### src/rtl/motor_spi_pkg.sv
// Shared definitions for the motor SPI transmit path: FSM states, frame
// geometry and the GoPiGo3 protocol constants.
package motor_spi_pkg;

    typedef enum logic [2:0] {
        S_IDLE,
        S_LOAD,
        S_SHIFT,
        S_HOLD,
        S_GAP
    } tx_state_e;

    // address + message id + port mask + 16-bit dps
    localparam int FRAME_W = 40;

    localparam logic [7:0] C_ADDR_DEF      = 8'h08;
    localparam logic [7:0] C_MSG_DPS_DEF   = 8'h0F;
    localparam logic [7:0] C_PORT_LEFT_DEF = 8'h01;
    localparam logic [7:0] C_PORT_RGHT_DEF = 8'h02;

    // Assemble one set-motor-dps frame, MSB is transmitted first.
    function automatic logic [FRAME_W-1:0] build_frame(
        input logic [7:0]  addr,
        input logic [7:0]  msg,
        input logic [7:0]  port,
        input logic [15:0] dps
    );
        return {addr, msg, port, dps};
    endfunction

endpackage

### src/rtl/spi_tx_shifter.sv
// Mode-0 SPI frame shifter: serialises one 40-bit frame with ss_n held low
// for 40 full SCK periods plus one trailing low half-period, then pulses done.
module spi_tx_shifter
    import motor_spi_pkg::*;
#(
    parameter int c_half_div = 100
) (
    input  logic               clk,
    input  logic               rst,
    input  logic               start_i,
    input  logic [FRAME_W-1:0] frame_i,
    output logic               sclk_o,
    output logic               mosi_o,
    output logic               ss_n_o,
    output logic               done_o,
    output logic               shift_end_o,
    output logic               frame_end_o
);

    localparam int             DIV_W    = $clog2(c_half_div + 1);
    localparam logic [DIV_W-1:0] DIV_LAST = DIV_W'(c_half_div - 1);
    localparam logic [5:0]     BIT_LAST = 6'(FRAME_W - 1);

    logic [FRAME_W-1:0] shreg_q, shreg_d;
    logic [DIV_W-1:0]   div_q, div_d;
    logic [5:0]         bit_q, bit_d;
    logic               sclk_q, sclk_d;
    logic               mosi_q, mosi_d;
    logic               ss_n_q, ss_n_d;
    logic               hold_q, hold_d;
    logic               active_q, active_d;
    logic               done_q, done_d;

    // Half-period sequencing: low phase (mosi updated), high phase, and a
    // final low hold before releasing ss_n.
    always_comb begin
        shreg_d  = shreg_q;
        div_d    = div_q;
        bit_d    = bit_q;
        sclk_d   = sclk_q;
        mosi_d   = mosi_q;
        ss_n_d   = ss_n_q;
        hold_d   = hold_q;
        active_d = active_q;
        done_d   = 1'b0;
        if (!active_q) begin
            if (start_i) begin
                shreg_d  = {frame_i[FRAME_W-2:0], 1'b0};
                mosi_d   = frame_i[FRAME_W-1];
                ss_n_d   = 1'b0;
                sclk_d   = 1'b0;
                div_d    = '0;
                bit_d    = '0;
                hold_d   = 1'b0;
                active_d = 1'b1;
            end
        end else if (div_q != DIV_LAST) begin
            div_d = div_q + 1'b1;
        end else begin
            div_d = '0;
            if (hold_q) begin
                ss_n_d   = 1'b1;
                mosi_d   = 1'b0;
                active_d = 1'b0;
                hold_d   = 1'b0;
                done_d   = 1'b1;
            end else if (!sclk_q) begin
                sclk_d = 1'b1;
            end else begin
                sclk_d = 1'b0;
                if (bit_q == BIT_LAST) begin
                    hold_d = 1'b1;
                end else begin
                    bit_d   = bit_q + 1'b1;
                    mosi_d  = shreg_q[FRAME_W-1];
                    shreg_d = {shreg_q[FRAME_W-2:0], 1'b0};
                end
            end
        end
    end

    // State register; reset drops ss_n immediately and abandons the frame.
    always_ff @(posedge clk) begin
        if (rst) begin
            shreg_q  <= '0;
            div_q    <= '0;
            bit_q    <= '0;
            sclk_q   <= 1'b0;
            mosi_q   <= 1'b0;
            ss_n_q   <= 1'b1;
            hold_q   <= 1'b0;
            active_q <= 1'b0;
            done_q   <= 1'b0;
        end else begin
            shreg_q  <= shreg_d;
            div_q    <= div_d;
            bit_q    <= bit_d;
            sclk_q   <= sclk_d;
            mosi_q   <= mosi_d;
            ss_n_q   <= ss_n_d;
            hold_q   <= hold_d;
            active_q <= active_d;
            done_q   <= done_d;
        end
    end

    assign sclk_o      = sclk_q;
    assign mosi_o      = mosi_q;
    assign ss_n_o      = ss_n_q;
    assign done_o      = done_q;
    assign shift_end_o = active_q & ~hold_q & sclk_q & (div_q == DIV_LAST) & (bit_q == BIT_LAST);
    assign frame_end_o = active_q & hold_q & (div_q == DIV_LAST);

endmodule

### src/rtl/motor_dps_spi_tx.sv
// Sends left/right wheel dps commands to the GoPiGo3 over write-only SPI.
// A transaction (left frame, gap, right frame, gap) starts on a command
// change or when the keep-alive timer expires.
module motor_dps_spi_tx
    import motor_spi_pkg::*;
#(
    parameter int          nb_dps_motor = 16,
    parameter int          c_half_div   = 100,
    parameter int          c_gap        = 100,
    parameter int          nb_refresh   = 24,
    parameter int          c_refresh    = 5000000,
    parameter logic [7:0]  c_addr       = C_ADDR_DEF,
    parameter logic [7:0]  c_msg_dps    = C_MSG_DPS_DEF,
    parameter logic [7:0]  c_port_left  = C_PORT_LEFT_DEF,
    parameter logic [7:0]  c_port_rght  = C_PORT_RGHT_DEF
) (
    input  logic                           clk,
    input  logic                           rst,
    input  logic                           enable,
    input  logic signed [nb_dps_motor-1:0] motor_dps_left_i,
    input  logic signed [nb_dps_motor-1:0] motor_dps_rght_i,
    output logic                           sclk_o,
    output logic                           mosi_o,
    output logic                           ss_n_o,
    output logic                           busy_o,
    output logic                           frame_done_o
);

    localparam int                GAP_W    = $clog2(c_gap + 1);
    localparam logic [GAP_W-1:0]  GAP_LAST = GAP_W'(c_gap - 1);
    localparam logic [nb_refresh-1:0] REF_LAST = nb_refresh'(c_refresh - 1);

    tx_state_e                     state_q, state_d;
    logic signed [nb_dps_motor-1:0] last_left_q, last_left_d;
    logic signed [nb_dps_motor-1:0] last_rght_q, last_rght_d;
    logic [nb_refresh-1:0]         refresh_q, refresh_d;
    logic [GAP_W-1:0]              gap_q, gap_d;
    logic                          second_q, second_d;
    logic                          busy_q;

    logic                          tx_due;
    logic                          start;
    logic [FRAME_W-1:0]            frame;
    logic                          shift_end;
    logic                          frame_end;

    // Frame sequencing, change/keep-alive detection and snapshot capture.
    always_comb begin
        state_d     = state_q;
        last_left_d = last_left_q;
        last_rght_d = last_rght_q;
        refresh_d   = refresh_q;
        gap_d       = gap_q;
        second_d    = second_q;
        start       = 1'b0;
        frame       = '0;
        tx_due      = enable && ((motor_dps_left_i != last_left_q) ||
                                 (motor_dps_rght_i != last_rght_q) ||
                                 (refresh_q == REF_LAST));
        case (state_q)
            S_IDLE: begin
                if (refresh_q != REF_LAST) refresh_d = refresh_q + 1'b1;
                if (tx_due) state_d = S_LOAD;
            end
            S_LOAD: begin
                refresh_d   = '0;
                last_left_d = motor_dps_left_i;
                last_rght_d = motor_dps_rght_i;
                second_d    = 1'b0;
                start       = 1'b1;
                frame       = build_frame(c_addr, c_msg_dps, c_port_left, motor_dps_left_i);
                state_d     = S_SHIFT;
            end
            S_SHIFT: begin
                if (shift_end) state_d = S_HOLD;
            end
            S_HOLD: begin
                if (frame_end) begin
                    gap_d   = '0;
                    state_d = S_GAP;
                end
            end
            S_GAP: begin
                if (gap_q == GAP_LAST) begin
                    if (!second_q) begin
                        start    = 1'b1;
                        frame    = build_frame(c_addr, c_msg_dps, c_port_rght, last_rght_q);
                        second_d = 1'b1;
                        state_d  = S_SHIFT;
                    end else begin
                        state_d = S_IDLE;
                    end
                end else begin
                    gap_d = gap_q + 1'b1;
                end
            end
            default: state_d = S_IDLE;
        endcase
    end

    // Sequencer state; busy is registered from the next state so it is high
    // during LOAD and low from the first IDLE cycle.
    always_ff @(posedge clk) begin
        if (rst) begin
            state_q     <= S_IDLE;
            last_left_q <= '0;
            last_rght_q <= '0;
            refresh_q   <= '0;
            gap_q       <= '0;
            second_q    <= 1'b0;
            busy_q      <= 1'b0;
        end else begin
            state_q     <= state_d;
            last_left_q <= last_left_d;
            last_rght_q <= last_rght_d;
            refresh_q   <= refresh_d;
            gap_q       <= gap_d;
            second_q    <= second_d;
            busy_q      <= (state_d != S_IDLE);
        end
    end

    spi_tx_shifter #(
        .c_half_div (c_half_div)
    ) u_shifter (
        .clk         (clk),
        .rst         (rst),
        .start_i     (start),
        .frame_i     (frame),
        .sclk_o      (sclk_o),
        .mosi_o      (mosi_o),
        .ss_n_o      (ss_n_o),
        .done_o      (frame_done_o),
        .shift_end_o (shift_end),
        .frame_end_o (frame_end)
    );

    assign busy_o = busy_q;

endmodule

### config.mk
export PLATFORM = sky130hd
export DESIGN_NAME = motor_dps_spi_tx
export DESIGN_NICKNAME = d
export VERILOG_FILES = /design/src/rtl/motor_spi_pkg.sv /design/src/rtl/spi_tx_shifter.sv /design/src/rtl/motor_dps_spi_tx.sv
export SDC_FILE = /design/constraint.sdc
export NUM_CORES = 1
export LEC_CHECK = 0
export BUFFER_PORTS_ARGS = -buffer_cell sky130_fd_sc_hd__buf_4
export CORE_ASPECT_RATIO = 0.5
export CORE_MARGIN = 3
export CORE_UTILIZATION = 33
export DETAILED_ROUTE_END_ITERATION = 8
export PLACE_DENSITY_LB_ADDON = 0.12
export REMOVE_ABC_BUFFERS = 1
export SYNTH_ARGS = -nofsm -noshare
export SYNTH_HDL_FRONTEND = slang
export SYNTH_SLANG_ARGS = --single-unit
### constraint.sdc
create_clock -name clk -period 2.5 [get_ports clk]
set_clock_uncertainty 0.2 [all_clocks]
set_input_delay 0.25 -clock clk [delete_from_list [all_inputs] [get_ports clk]]
set_output_delay 0.25 -clock clk [all_outputs]
set_load 0.05 [all_outputs]
# Yosys cells after proc, flatten, opt, wreduce, memory -nomap -nowiden
# Index checks and enable logic that the tools add are counted.
word_totals:
  input_bits: 35
  out_inout_bits: 5
  register_bits: 127
  word_cells: 127
classes:
  add_sub_neg: 4
  n_bitwise: 8
  mux: 58
  n_reduce_logical: 18
  n_eq_ne: 23
op_table:
  columns: ["op", "n"]
  rows:
  - ["40-bit 2-to-1 mux", 6]
  - ["36-bit 2-to-1 mux", 2]
  - ["36-bit one-hot mux with 2 select lines", 1]
  - ["24-bit one-hot mux with 2 select lines", 1]
  - ["6-bit 2-to-1 mux", 6]
  - ["7-bit 2-to-1 mux", 5]
  - ["16-bit inequality test", 2]
  - ["1-bit 2-to-1 mux", 27]
  - ["24-bit by 1-bit adder with 24-bit output (second input constant)", 1]
  - ["24-bit by 23-bit equality test with 1-bit output (second input constant)", 1]
  - ["24-bit 2-to-1 mux", 1]
  - ["24-bit by 23-bit inequality test with 1-bit output (second input constant)", 1]
  - ["3-bit one-hot mux with 5 select lines", 1]
  - ["7-bit by 1-bit adder with 7-bit output (second input constant)", 2]
  - ["7-bit equality test (second input constant)", 2]
  - ["2-bit inequality test (second input constant)", 7]
  - ["7-bit one-hot mux with 2 select lines", 1]
  - ["3-bit 2-to-1 mux", 4]
  - ["3-bit AND reduction", 3]
  - ["2-bit nonzero test", 4]
  - ["7-bit inequality test (second input constant)", 1]
  - ["6-bit by 1-bit adder with 6-bit output (second input constant)", 1]
  - ["1-bit AND", 6]
  - ["3-bit by 2-bit equality test with 1-bit output (second input constant)", 2]
  - ["17 further kinds", 23]

# Logic depth before layout (Yosys ltp)
depth:
  depth_word: 8
  mapped_depth: 9
  mapped_depth_nobuf: 6

# Cells and area by module
# From an unflattened synthesis, not the netlist that was laid out.
hier_totals:
  hier_cells: 741
  area_unflattened_um2: 6573.8
modules_own_cells:
  columns: ["mod", "cells_per_inst", "seq_area_each_um2", "instances", "area_per_inst_um2"]
  rows:
  - ["motor_dps_spi_tx", 431, 1361.3, 1, 3453.3]
  - ["spi_tx_shifter", 310, 1161.1, 1, 3120.5]

# Worst setup path after synthesis
# OpenSTA, ideal clock, no wires.
synth_path:
  kind: "reg-to-reg"
  from: "register u_shifter.div_q[2]"
  to: "register u_shifter.shreg_q[17]"
  n_path_buf: 2
  required_time_ps: 2171
  synth_period_minus_slack_ps: 2267
  setup_ps: 129
  arrival_time_ps: 1937
  setup_slack_ps: 233
  stages_incl_launch_ff: 8
  path_cell_list: "dfxtp_1 or4b_1 buf_6 a211o_4 o2bb2ai_4 clkbuf_1 a211oi_1 nor3_1"
synth_via:
  elab_chain_len: 3
synth_rtl:
  columns: ["element", "line", "text"]
  rows:
  - ["start, declared", "spi_tx_shifter.sv:25", "logic [DIV_W-1:0] div_q, div_d;"]
  - ["start signal, assigned", "spi_tx_shifter.sv:96", "div_q <= div_d;"]
  - ["7-bit inequality test", "spi_tx_shifter.sv:57", "end else if (div_q != DIV_LAST) begin"]
  - ["2-bit inequality test (no line)", null, null]
  - ["5-bit AND reduction (no line)", null, null]
  - ["end signal, assigned", "spi_tx_shifter.sv:95", "shreg_q <= shreg_d;"]
  - ["end, declared", "spi_tx_shifter.sv:24", "logic [FRAME_W-1:0] shreg_q, shreg_d;"]
# No other way between the ends.
# A chain may end at the register's enable or synchronous reset.

# Final worst setup path
layout_path:
  from: "register u_shifter.div_q[2]"
  to: "register u_shifter.shreg_q[15]"
# Same word-level chain as after synthesis.

==> results.cfg <==
[synthesis]
synth_cells = 716
syn_area_per_cell_um2 = 8.21
ys.warnings.count = 0
ys_seq_elements = 126
synth_area_leaders = dfxtp_1, nand2_1, a21oi_1
synth_seq_area_share_pct = 42.9
synth_cell_types = 59
synthArstFlopShare_pct = 0
synth_top_area_share_pct = 42.9
synth_area_mm2 = 0.00588
synth_top_area_cell = dfxtp_1
synth_edf_count = 0
synth-main-ff-cell = dfxtp_1

[sta]
setup-violations-final = 0
rsz0062_at_grt = no
final_hold_viol_count = 0
min_period_ps = 2370
finalMaxSlewViolations = 0
tightest_slew_ps = 549
fmax_mhz = 422
tns_ps = 0
fin_crit_sh_pct = 94.9
max_slew_margin_pct = 63.4
whs_ps = 26.4

[clock_tree]
cts_made_buffers = 17
cts_tree = done
path_clk_slew_ps = 60
cts.sinks = 126
clock_path_buffers = 2
cts_root_buffer = clkbuf_16
post_cts_buffers = 0
h-tree-depth = 4
clock_latency_ps = 420

[worst_setup_path]
timing.rr.start = u_shifter.div_q[2]$_SDFFE_PP0P_
arrival_ps = 2510
critPathRequiredTime_ps = 2640
cp.buffers_inverters = 1
crit_type = flop to flop
slowest_stage = or4b_1
startpoint_type = flop
crit_path_end_kind = flop
path_depth = 6
r2r_end = u_shifter.shreg_q[15]$_SDFFE_PP0P_
path_delay_family = compound AO/OA/AOI/OAI gates
crit_end = u_shifter.shreg_q[15]$_SDFFE_PP0P_
crit_path_max_incr_delay_ps = 580
r2r_cells = 6
crit_fanout = 38
reg2reg_slack_ps = 130
startpoint = u_shifter.div_q[2]$_SDFFE_PP0P_
path_cells = or4b_1 > a211o_4 > o2bb2ai_4 > buf_12 > a311o_1 > a21oi_1

[floorplan]
die_area_mm2 = 0.0196
die-height_um = 100
coreArea_mm2 = 0.0169
start_util_pct = 34.8
die_w_um = 195
ios = 40
row_count = 33

[layout]
drive_gt1_share_pct = 15.2
fillers = 1645
finalNetCount = 836
synthToLayoutAreaGrowth_pct = 29.2
seq_area_mm2 = 0.00252
multiInputGateArea_mm2 = 0.00314
final_common_cell = nand2_1
n_antenna_cell = 0
layout_common_cells = nand2_1, dfxtp_1, a21oi_1
finish.utilization_pct = 45.0

[placed_design]
gp_congestion = 0.762
dp_hpwl_mm = 9.83
port_buffers = 39

[global_route]
gr-total-overflow = 0
antenna_found_initial = 0
grt_max_degree = 54
track_usage_pct = 15.8
grt_pass1_wl_mm = 25.3
grt_pass1_vias = 5064

[drt]
firstDrtPassIters = 4
via_count = 5249
drcViolationCount = 0
vias_per_cell = 5.06
wl_per_cell_um = 14.5
drt-initial-drc-count = 305
antenna_left = 0
routed_wl_mm = 15.0

[power]
ir_worst_vdd_v = 0.000463
power.density_mw_per_mm2 = 726
cellLeakagePower_nw = 2.76

[status]
status = finished, final reports clean

[hold_path]
hp-class = input pin to flop

[run]
max_cap_viol_count = 0
cell usage after synthesis (5+ instances only):
cell / instances
a21oi_1: 88
a311o_1: 15
and2_1: 6
and3_1: 5
clkbuf_1: 35
dfxtp_1: 126
inv_1: 6
nand2_1: 131
nand3_1: 32
nand4_1: 8
nor2_1: 60
nor3_1: 8
nor4_1: 12
o2111ai_1: 9
o21ai_0: 19
or2_2: 7
or3_1: 11
or4_1: 7
xor2_1: 49
state kept, by name, indices dropped and copies added, names as in the netlist:
signal	count
u_shifter.active_q	1
last_rght_q	16
second_q	1
state_q	3
u_shifter.div_q	7
u_shifter.bit_q	6
u_shifter.shreg_q	39
u_shifter.sclk_o	1
u_shifter.ss_n_o	1
refresh_q	24
u_shifter.done_o	1
last_left_q	16
u_shifter.mosi_o	1
gap_q	7
u_shifter.hold_q	1
busy_o	1
worst min path at each step:
stage	from	endpoint	slack [ps]	depth (start not counted)
detailed placement	u_shifter.shreg_q[12]$_SDFFE_PP0P_	u_shifter.shreg_q[12]$_SDFFE_PP0P_	240	2
CTS	rst	u_shifter.div_q[0]$_SDFFE_PP0P_	1	2
finish	rst	u_shifter.div_q[0]$_SDFFE_PP0P_	30	2
floorplan	rst	gap_q[1]$_SDFFE_PP0P_	120	1
global placement	u_shifter.shreg_q[37]$_SDFFE_PP0P_	u_shifter.shreg_q[37]$_SDFFE_PP0P_	240	2
global route	rst	u_shifter.div_q[0]$_SDFFE_PP0P_	20	2
cells by family (layout without fill, tap and decap cells):
| logic type | after synthesis | count (layout) | synth area share (%) |
|---|---|---|---|
| xor gates and xnor gates | 52 | 52 | 7.74 |
| adders and majority gates | 4 | 4 | 0.851 |
| AOI/OAI and AO/OA | 170 | 170 | 19.1 |
| DFF | 126 | 126 | 42.9 |
| buffers and inverters | 52 | 146 | 3.96 |
| and+or+nand+nor | 310 | 310 | 25.1 |
| muxes | 2 | 2 | 0.340 |
repair_timing:
item | in CTS | in global routing
resized for setup | 0 | 3
endpoints found under the hold margin | 32 | 0
hold buffers | 32 | 0
setup endpoints to repair | 0 | 25
final cells by class:
cell class,count,share of cell area (%)
tap,227,3.74
clock buffer,19,5.96
sequential,126,33.2
timing repair buffer,108,12.7
inverter,6,0.296
multi-input combinational,538,41.3
clock inverter,13,2.77
per-layer routing:
layer / GRT usage [%] / up-vias / share of wire [%]
li1: - / 2696 / -
met1: 21.5 / 2490 / 53
met2: 25.4 / 52 / 45
met3: 3.19 / 11 / 2.0
met4: 5.25 / 0 / 0.81
met5: 0 / - / 0
metrics by stage:
stage	instances	total power (W)	area, µm²	worst slack (ps)
after global placement	973	0.00272	6610	144
after global routing	1037	0.00575	7600	6.37
final	1037	0.00551	7600	128
after CTS	1037	0.00558	7590	116
after floorplan	670	0.00246	5670	-1550
after detailed placement	973	0.00272	6610	142
where the power goes:
part / internal, W / switching, W / total [W]
Clock: 0.00183 / 0.000965 / 0.00279
Combinational: 0.000250 / 0.000341 / 0.000591
Sequential: 0.00208 / 0.0000506 / 0.00213
Total: 0.00416 / 0.00136 / 0.00551
worst reg2reg max path, delay by kind of cell, from the launching register on:
kind / cells / cell delay, ps
flip-flops: 1 / 310
AND/OR/NAND/NOR: 1 / 580
buffers and inverters: 1 / 210
AO/OA/AOI/OAI: 4 / 1010
Power figures use the tool's default switching activity.
